`config.mk`:
```
export PLATFORM = sky130hd
export DESIGN_NAME = apb_arbiter_master
export DESIGN_NICKNAME = d
export VERILOG_FILES = /design/src/rtl/apb_arbiter_master.sv
export SDC_FILE = /design/constraint.sdc
export NUM_CORES = 1
export LEC_CHECK = 0
export ABC_AREA = 0
export BUFFER_PORTS_ARGS = -buffer_cell sky130_fd_sc_hd__buf_2
export CORE_MARGIN = 4
export CORE_UTILIZATION = 46
export CTS_CLUSTER_SIZE = 25
export DETAILED_ROUTE_END_ITERATION = 10
export MAX_ROUTING_LAYER = met4
export PLACE_DENSITY = 0.81
export SLEW_MARGIN = 5
export SYNTH_ARGS = -nofsm -noshare
export SYNTH_HDL_FRONTEND = slang
export SYNTH_SLANG_ARGS = --single-unit
```
`constraint.sdc`:
```
create_clock -name PCLK -period 2.15 [get_ports PCLK]
set_clock_uncertainty 0.1 [all_clocks]
set_input_delay 0.215 -clock PCLK [delete_from_list [all_inputs] [get_ports PCLK]]
set_output_delay 0.215 -clock PCLK [all_outputs]
set_load 0.005 [all_outputs]
```
`src/rtl/apb_arbiter_master.sv`:
```
// Two-requester APB master: round-robin grant, one transfer at a time, bounded wait states.
// Every output is a flop; an abort on timeout returns zero read data with the error flag set.
module apb_arbiter_master #(
    parameter int unsigned DATA_WIDTH = 32,
    parameter int unsigned ADDR_WIDTH = 32,
    parameter int unsigned TIMEOUT    = 16
) (
    input  logic                    PCLK,
    input  logic                    PRESET,
    input  logic [1:0]              REQ_VALID,
    input  logic [1:0]              REQ_WRITE,
    input  logic [2*ADDR_WIDTH-1:0] REQ_ADDR,
    input  logic [2*DATA_WIDTH-1:0] REQ_WDATA,
    output logic [1:0]              REQ_ACCEPT,
    output logic [1:0]              REQ_DONE,
    output logic [2*DATA_WIDTH-1:0] REQ_RDATA,
    output logic [1:0]              REQ_ERR,
    output logic                    PSELx,
    output logic                    PENABLE,
    output logic                    PWRITE,
    output logic [ADDR_WIDTH-1:0]   PADDR,
    output logic [DATA_WIDTH-1:0]   PWDATA,
    input  logic                    PREADY,
    input  logic                    PSLVERR,
    input  logic [DATA_WIDTH-1:0]   PRDATA
);

    typedef enum logic [1:0] {StIdle, StSetup, StAccess} state_e;

    state_e                  state_q, state_d;
    logic                    grant_q, grant_d;
    logic                    last_q, last_d;
    logic [7:0]              wait_q, wait_d;
    logic [1:0]              accept_q, accept_d;
    logic [1:0]              done_q, done_d;
    logic [2*DATA_WIDTH-1:0] rdata_q, rdata_d;
    logic [1:0]              err_q, err_d;
    logic                    psel_q, psel_d;
    logic                    penable_q, penable_d;
    logic                    pwrite_q, pwrite_d;
    logic [ADDR_WIDTH-1:0]   paddr_q, paddr_d;
    logic [DATA_WIDTH-1:0]   pwdata_q, pwdata_d;
    logic                    pick;

    // On contention the requester not granted last wins; otherwise the lone valid one.
    assign pick = (REQ_VALID == 2'b11) ? ~last_q : REQ_VALID[1];

    always_comb begin
        state_d   = state_q;
        grant_d   = grant_q;
        last_d    = last_q;
        wait_d    = wait_q;
        accept_d  = 2'b00;
        done_d    = 2'b00;
        rdata_d   = rdata_q;
        err_d     = err_q;
        psel_d    = psel_q;
        penable_d = penable_q;
        pwrite_d  = pwrite_q;
        paddr_d   = paddr_q;
        pwdata_d  = pwdata_q;
        unique case (state_q)
            StIdle: begin
                if (|REQ_VALID) begin
                    grant_d          = pick;
                    last_d           = pick;
                    pwrite_d         = REQ_WRITE[pick];
                    paddr_d          = REQ_ADDR[int'(pick) * ADDR_WIDTH +: ADDR_WIDTH];
                    pwdata_d         = REQ_WDATA[int'(pick) * DATA_WIDTH +: DATA_WIDTH];
                    psel_d           = 1'b1;
                    penable_d        = 1'b0;
                    accept_d[pick]   = 1'b1;
                    state_d          = StSetup;
                end
            end
            StSetup: begin
                penable_d = 1'b1;
                wait_d    = 8'd0;
                state_d   = StAccess;
            end
            StAccess: begin
                if (PREADY) begin
                    if (!pwrite_q) begin
                        rdata_d[int'(grant_q) * DATA_WIDTH +: DATA_WIDTH] = PRDATA;
                    end
                    err_d[grant_q]  = PSLVERR;
                    done_d[grant_q] = 1'b1;
                    psel_d          = 1'b0;
                    penable_d       = 1'b0;
                    state_d         = StIdle;
                end else if (wait_q == 8'(TIMEOUT - 1)) begin
                    rdata_d[int'(grant_q) * DATA_WIDTH +: DATA_WIDTH] = '0;
                    err_d[grant_q]  = 1'b1;
                    done_d[grant_q] = 1'b1;
                    psel_d          = 1'b0;
                    penable_d       = 1'b0;
                    state_d         = StIdle;
                end else begin
                    wait_d = wait_q + 8'd1;
                end
            end
            default: begin
                psel_d    = 1'b0;
                penable_d = 1'b0;
                state_d   = StIdle;
            end
        endcase
    end

    always_ff @(posedge PCLK) begin
        if (PRESET) begin
            state_q   <= StIdle;
            grant_q   <= 1'b0;
            last_q    <= 1'b1;
            wait_q    <= 8'd0;
            accept_q  <= 2'b00;
            done_q    <= 2'b00;
            rdata_q   <= '0;
            err_q     <= 2'b00;
            psel_q    <= 1'b0;
            penable_q <= 1'b0;
            pwrite_q  <= 1'b0;
            paddr_q   <= '0;
            pwdata_q  <= '0;
        end else begin
            state_q   <= state_d;
            grant_q   <= grant_d;
            last_q    <= last_d;
            wait_q    <= wait_d;
            accept_q  <= accept_d;
            done_q    <= done_d;
            rdata_q   <= rdata_d;
            err_q     <= err_d;
            psel_q    <= psel_d;
            penable_q <= penable_d;
            pwrite_q  <= pwrite_d;
            paddr_q   <= paddr_d;
            pwdata_q  <= pwdata_d;
        end
    end

    assign REQ_ACCEPT = accept_q;
    assign REQ_DONE   = done_q;
    assign REQ_RDATA  = rdata_q;
    assign REQ_ERR    = err_q;
    assign PSELx      = psel_q;
    assign PENABLE    = penable_q;
    assign PWRITE     = pwrite_q;
    assign PADDR      = paddr_q;
    assign PWDATA     = pwdata_q;

endmodule

```
==> impl_metrics.sql, run 1 <==
INSERT INTO impl_metrics (metric_group, metric, value, unit) VALUES
('sta', 'final-max-slew-violation-count', '0', ''),
('die', 'fp.dieArea', '0.01510', 'mm2'),
('hold_path', 'timing.hold.worst_path_depth', '3', ''),
('critical_path', 'path_buf_inv', '0', ''),
('pwr', 'combinational_cell_fraction_of_total_power', '16.1', '%'),
('placement', 'placed_cell_area', '0.007766', 'mm2'),
('global_routing', 'number_of_antenna_violations_at_the_first_check_in_global_routing', '0', ''),
('clock_network', 'latest_clock_arrival_within_the_worst_skew_pair', '0.41', 'ns'),
('yosys', 'synth-async-reset-ratio', '0', '%'),
('yosys', 'netlist_top_cells_count', 'sky130_fd_sc_hd__dfxtp_1, sky130_fd_sc_hd__a21oi_1, sky130_fd_sc_hd__nand3_1, sky130_fd_sc_hd__nor2_1, sky130_fd_sc_hd__a211oi_1', ''),
('cells_and_area', 'drive_gt1_share', '36.19', '%'),
('run', 'drv_cap', '0', ''),
('yosys', 'yosys.area.top_type', 'sky130_fd_sc_hd__dfxtp_1', ''),
('detailed_routing', 'post-route-drc-count', '0', ''),
('detailed_routing', 'drt.antenna.violating_nets', '0', ''),
('yosys', 'synth.ff_latch_count', '148', ''),
('detailed_routing', 'dr_total_vias', '6211', ''),
('cells_and_area', 'flow.area_growth_from_synthesis', '43.43', '%'),
('sta', 'timing.final.hold_violations', '0', ''),
('detailed_routing', 'detail_route.vias_per_cell', '5.336', ''),
('critical_path', 'path_delay_family', 'simple AND/OR/NAND/NOR gates', ''),
('detailed_routing', 'drtPass1Iterations', '5', ''),
('yosys', 'cell_area_after_technology_mapping', '0.006070', 'mm2'),
('sta', 'slew_headroom', '59.79', '%'),
('die', 'boundaryPins', '305', ''),
('clock_network', 'tritoncts', 'done', ''),
('clock_network', 'numClockSinks', '148', ''),
('die', 'core_area', '0.01277', 'mm2'),
('cells_and_area', 'nets', '1148', ''),
('critical_path', 'setup.worst_path.class', 'reg -> reg', ''),
('critical_path', 'cp_max_fo', '10', ''),
('global_routing', 'first_global_vias', '5932', ''),
('yosys', 'top_area_cell_type_share_of_the_netlist_area', '48.81', '%'),
('cells_and_area', 'diodes', '0', ''),
('pwr', 'power_leakage', '3.894', 'nW'),
('global_routing', 'first_pass_grt_wire_length', '29100', 'um'),
('run_status', 'run_status', 'completed', ''),
('placement', 'dp_slack', '0.2928', 'ns'),
('die', 'floorplan.rows', '41', ''),
('yosys', 'synth_enable_flop_cells', '0', ''),
('yosys', 'synth.distinct_cells', '38', ''),
('critical_path', 'setup_crit_end_kind', 'flop', ''),
('pwr', 'post-layout-total-power', '7.241', 'mW'),
('sta', 'rsz0062_at_grt', 'no', ''),
('critical_path', 'worstSetupPathDepth', '4', ''),
('sta', 'post_route_minimum_period', '1.857', 'ns'),
('yosys', 'syn_nets', '845', ''),
('clock_network', 'cts_buffer_depth', '2', ''),
('clock_network', 'cts_made_buffers', '17', ''),
('clock_network', 'cts.root.buffer_cell', 'sky130_fd_sc_hd__clkbuf_16', ''),
('placement', 'dp_wirelength', '13630', 'um'),
('die', 'chipHeight', '122.9', 'um'),
('pwr', 'vdd.ir_drop.worst', '0.5702', 'mV'),
('critical_path', 'critical-path-slowest-cell', 'sky130_fd_sc_hd__dfxtp_1', ''),
('sta', 'setup_violations', '0', ''),
('yosys', 'syn_avg_cell_area', '8.979', 'um2'),
('global_routing', 'gr-usage-all-layers', '25.34', '%'),
('yosys', 'yosysMostFrequentCell', 'sky130_fd_sc_hd__dfxtp_1', ''),
('sta', 'setup-tns-final', '0', 'ns'),
('sta', 'tightest_slew', '0.6032', 'ns'),
('global_routing', 'gr-total-overflow', '0', ''),
('cells_and_area', 'finish.utilization', '68.16', '%'),
('critical_path', 'cp-start-kind', 'flop', ''),
('clock_network', 'clkTransAtPathRegs', '0.06', 'ns'),
('placement', 'placed_cells', '1100', ''),
('pwr', 'switching_share', '25.69', '%'),
('critical_path', 'path_cells', 'or3b_1 -> a21o_1 -> or3_1 -> a31oi_1', ''),
('cells_and_area', 'finalInstanceArea', '0.008706', 'mm2'),
('sta', 'timing.final.ws_setup', '0.2929', 'ns'),
('global_routing', 'grt_start_max_net_pins', '87', ''),
('cells_and_area', 'final-instance-count-excl-fill', '1164', '');
==> power groups by stage <==
| stage | Combinational [mW] | Clock, mW | Sequential, mW |
|---|---|---|---|
| floorplan | 0.583 | 0 | 3.09 |
| global placement | 1.10 | 0 | 3.07 |
| detailed placement | 1.12 | 0 | 3.08 |
| CTS | 1.17 | 3.11 | 3.03 |
| global route | 1.28 | 3.21 | 3.05 |
| finish | 1.16 | 3.05 | 3.03 |
==> logic make-up (layout without fill, tap and decap cells) <==
kind of cell / count (synthesis) / count (layout) / synth area share, %
AO/OA/AOI/OAI: 220 / 220 / 21.65
AND/OR/NAND/NOR: 169 / 169 / 13.05
flip-flops: 148 / 148 / 48.81
buffers and inverters: 71 / 387 / 5.195
multiplexers: 67 / 67 / 11.09
adder cells (fa/ha/maj): 1 / 1 / 0.2061
==> flip-flops by register name, indices dropped and copies added, names as in the netlist, 2 cells and up <==
| register | flops |
|---|---|
| REQ_ERR | 2 |
| state_q | 2 |
| REQ_DONE | 2 |
| PADDR | 32 |
| REQ_ACCEPT | 2 |
| PWDATA | 32 |
| wait_q | 8 |
| REQ_RDATA | 64 |
==> worst min-delay path, stage by stage <==
cell and delay (ns):
sky130_fd_sc_hd__buf_2 0.09, sky130_fd_sc_hd__mux2i_1 0.11, sky130_fd_sc_hd__a211oi_1 0.08
==> final timing paths <==
check,start,to
worst min-delay path,REQ_ADDR[21],PADDR[21]
worst min register to register,REQ_RDATA[48],REQ_RDATA[48]
worst max register to register,state_q[1],wait_q[5]
worst max-delay path,state_q[1],wait_q[5]
==> area by class of cell <==
type | instances | area [um2] | share of cell area (%)
Multi-Input combinational cell | 457 | 2829 | 32.49
Sequential cell | 148 | 2963 | 34.03
Clock buffer | 21 | 470.5 | 5.404
Tap cell | 172 | 215.2 | 2.472
Clock inverter | 11 | 148.9 | 1.710
Timing Repair Buffer | 353 | 2072 | 23.80
Inverter | 2 | 7.507 | 0.08623
==> layout by cell type (no fill, tap or decap), types with 3 or more instances in the layout <==
master	count
sky130_fd_sc_hd__nor2_1	71
sky130_fd_sc_hd__a21oi_1	72
sky130_fd_sc_hd__buf_12	8
sky130_fd_sc_hd__bufinv_16	3
sky130_fd_sc_hd__a211oi_1	68
sky130_fd_sc_hd__clkbuf_16	17
sky130_fd_sc_hd__mux2i_1	65
sky130_fd_sc_hd__clkbuf_8	3
sky130_fd_sc_hd__dlygate4sd3_1	32
sky130_fd_sc_hd__buf_4	10
sky130_fd_sc_hd__nand2b_1	3
sky130_fd_sc_hd__nand3_1	71
sky130_fd_sc_hd__o21ai_1	56
sky130_fd_sc_hd__o21ai_0	11
sky130_fd_sc_hd__nand2_1	4
sky130_fd_sc_hd__nor3_1	3
sky130_fd_sc_hd__and3_1	4
sky130_fd_sc_hd__o2111ai_1	3
sky130_fd_sc_hd__nand4_1	3
sky130_fd_sc_hd__buf_2	303
sky130_fd_sc_hd__dfxtp_1	148
sky130_fd_sc_hd__clkinvlp_4	3
==> repair_timing <==
action                                 in CTS  in global routing
buffers inserted                            0                  0
hold buffers                               32                  0
endpoints found under the hold margin      63                  0
==> metal layers <==
metal	GRT usage [%]	routed length [um]	vias up
met5	-	0	-
met4	10.36	446	0
met3	6.406	1785	32
met2	43.29	9643	307
met1	28.20	7388	2788
li1	-	-	3084
(Power assumes the default switching activity.)
==> run 2, diff against run 1 <==
--- a/constraint.sdc
+++ b/constraint.sdc
@@ -3,3 +3,3 @@
 set_input_delay 0.215 -clock PCLK [delete_from_list [all_inputs] [get_ports PCLK]]
 set_output_delay 0.215 -clock PCLK [all_outputs]
-set_load 0.005 [all_outputs]
+set_load 0.1 [all_outputs]
==> impl_metrics.sql, run 2 (same netlist as run 1, synthesis figures left out) <==
INSERT INTO impl_metrics (metric_group, metric, value, unit) VALUES
('run_status', 'run_status', 'completed', ''),
('sta', 'achievable-frequency', '515.6', 'MHz'),
('sta', 'tightest_slew', '0.5837', 'ns'),
('clock_network', 'cts.repair_timing.setup_buffer_count', '0', ''),
('sta', 'setup-tns-final', '0', 'ns'),
('hold_path', 'timing.hold.worst_path_depth', '3', ''),
('pwr', 'power.sequential.fraction', '35.6', '%'),
('clock_network', 'numClockSinks', '148', ''),
('cells_and_area', 'final-instance-count-excl-fill', '1164', ''),
('cells_and_area', 'most_common_cell_after_layout_fill_and_taps_aside', 'sky130_fd_sc_hd__buf_2', ''),
('critical_path', 'setup.worst_path.class', 'reg -> reg', ''),
('pwr', 'post-layout-total-power', '8.505', 'mW'),
('placement', 'dp_wirelength', '13590', 'um'),
('detailed_routing', 'routedWlPerCell', '16.31', 'um'),
('detailed_routing', 'post-route-drc-count', '0', ''),
('cells_and_area', 'finalInstanceArea', '0.008718', 'mm2'),
('detailed_routing', 'drt.antenna.violating_nets', '0', ''),
('clock_network', 'cts_made_buffers', '17', ''),
('critical_path', 'cp_max_fo', '46', ''),
('hold_path', 'hold_class', 'in -> reg', ''),
('cells_and_area', 'mostFrequentLayoutCells', 'sky130_fd_sc_hd__buf_2, sky130_fd_sc_hd__dfxtp_1, sky130_fd_sc_hd__a21oi_1', ''),
('global_routing', 'gr-usage-all-layers', '24.58', '%'),
('pwr', 'internal_power', '5.338', 'mW'),
('die', 'core_area', '0.01277', 'mm2'),
('pwr', 'power_density', '975.5', 'mW/mm2'),
('clock_network', 'cts.root.buffer_cell', 'sky130_fd_sc_hd__clkbuf_16', ''),
('pwr', 'vdd.ir_drop.worst', '0.6703', 'mV'),
('clock_network', 'post_cts_hold_buffer_count', '32', ''),
('cells_and_area', 'nets', '1148', ''),
('cells_and_area', 'drive_gt1_share', '36.39', '%'),
('global_routing', 'first_global_vias', '5690', ''),
('critical_path', 'cp-start-kind', 'flop', ''),
('critical_path', 'timing.reg2reg.setup_slack', '0.21', 'ns'),
('critical_path', 'req_time_crit_path', '2.40', 'ns'),
('global_routing', 'first_pass_grt_wire_length', '28280', 'um'),
('sta', 'final-max-slew-violation-count', '0', ''),
('pwr', 'switching_share', '37.24', '%'),
('cells_and_area', 'largest_reg_flops', '64', ''),
('detailed_routing', 'detail_route.vias_per_cell', '5.326', ''),
('detailed_routing', 'drtPass1Iterations', '6', ''),
('clock_network', 'clkTransAtPathRegs', '0.06', 'ns'),
('critical_path', 'path_cells', 'ha_1 -> and3_1 -> a31oi_4 -> buf_12 -> o21ai_0 -> a21oi_1', ''),
('sta', 'hold-worst-slack', '0.02518', 'ns'),
('sta', 'rsz0062_at_grt', 'no', ''),
('cells_and_area', 'diodes', '0', ''),
('die', 'boundaryPins', '305', ''),
('die', 'floorplan.rows', '41', ''),
('global_routing', 'grt_start_max_net_pins', '69', ''),
('global_routing', 'number_of_antenna_violations_at_the_first_check_in_global_routing', '0', ''),
('pwr', 'clock_power_share', '35.8', '%'),
('die', 'initial_core_util', '47.52', '%'),
('pwr', 'combinational_cell_fraction_of_total_power', '28.6', '%'),
('critical_path', 'critical_path_arrival', '2.19', 'ns'),
('critical_path', 'critical_path.reg2reg.endpoint', 'REQ_RDATA[56]', ''),
('detailed_routing', 'dr_total_vias', '6200', ''),
('global_routing', 'gr-total-overflow', '0', ''),
('placement', 'placed_cells', '1100', ''),
('hold_path', 'hold_start', 'REQ_ADDR[3]', ''),
('detailed_routing', 'total_wirelength', '18990', 'um'),
('critical_path', 'r2r_start', 'wait_q[0]', ''),
('placement', 'placed_cell_area', '0.007780', 'mm2'),
('clock_network', 'latest_clock_arrival_within_the_worst_skew_pair', '0.41', 'ns'),
('critical_path', 'setup_crit_end_kind', 'flop', ''),
('placement', 'buffer_ports.inserted', '304', ''),
('run', 'drv_cap', '0', ''),
('sta', 'slew_headroom', '61.35', '%'),
('clock_network', 'htree_num_levels', '4', ''),
('sta', 'setup_violations', '0', ''),
('pwr', 'power_leakage', '3.896', 'nW'),
('detailed_routing', 'detailedRoute.firstIterationViolations', '739', ''),
('critical_path', 'path_buf_inv', '1', ''),
('critical_path', 'critical-path-slowest-cell', 'sky130_fd_sc_hd__dfxtp_1', ''),
('pwr', 'p_switching', '3.167', 'mW'),
('die', 'fp.dieArea', '0.01510', 'mm2'),
('die', 'die_w', '122.9', 'um'),
('clock_network', 'cts-resized-gates', '0', ''),
('sta', 'post_route_minimum_period', '1.940', 'ns'),
('critical_path', 'path_delay_family', 'compound AO/OA/AOI/OAI gates', ''),
('clock_network', 'cts_buffer_depth', '2', ''),
('clock_network', 'tritoncts', 'done', ''),
('critical_path', 'worst_reg2reg_path_depth', '6', ''),
('placement', 'place_congestion', '0.8361', ''),
('sta', 'timing.final.hold_violations', '0', ''),
('critical_path', 'cpPeakStageDelay', '0.34', 'ns'),
('sta', 'layout_worst_path_cycle_share', '90.21', '%'),
('hold_path', 'hold_end', 'PADDR[3]', ''),
('cells_and_area', 'flow.area_growth_from_synthesis', '43.64', '%'),
('die', 'chipHeight', '122.9', 'um');
run 2: cell types whose count changed in the layout (fill, tap and decap cells not counted), sizes merged:
cell	before	now
clkbuf	21	18
clkinv	3	6
run 2: how the worst max path moves through the flow:
stage	startpoint	end	cells past startpoint
floorplan	PWRITE	REQ_RDATA[54]	5
global placement	wait_q[0]	REQ_RDATA[62]	6
detailed placement	wait_q[0]	REQ_RDATA[58]	6
CTS	wait_q[0]	REQ_RDATA[56]	6
global route	wait_q[0]	REQ_RDATA[56]	6
finish	wait_q[0]	REQ_RDATA[56]	6
run 2: power by group through the flow:
stage	combinational, mW	clock [mW]	sequential, mW
detailed placement	2.38	0	3.08
global route	2.54	3.21	3.05
global placement	2.37	0	3.07
CTS	2.43	3.09	3.03
floorplan	0.584	0	4.34
finish	2.43	3.04	3.03
run 2: layer usage:
layer  up-vias  GRT usage, %  share of wire, %
met1      2787         28.30                39
met3        26         7.005               8.5
met4         0         6.718               1.5
li1       3080             -                 -
met2       307         41.92                51
met5         -             -                 0
run 2: per-stage QoR:
step / setup slack [ns] / utilization, %
after floorplan: 0.02029 / -
after global placement: 0.3358 / 60.91
after detailed placement: 0.2688 / 60.91
after CTS: 0.2309 / 68.25
after global routing: 0.08841 / 68.25
final: 0.2104 / 68.25
run 2: area by class of cell:
class,count,area [um2]
clock buffers,18,439.2
clock inverters,14,178.9
fillers,979,4055
inverters,2,7.507
multi-input cells,457,2829
flip-flops and latches,148,2964
well taps,172,215.2
repair buffers,353,2085
run 2: tightest hold or removal path: cells and delay by family:
family / cells / cell delay, ns
buffers and inverters: 1 / 0.10
multiplexers: 1 / 0.11
AO/OA/AOI/OAI: 1 / 0.08
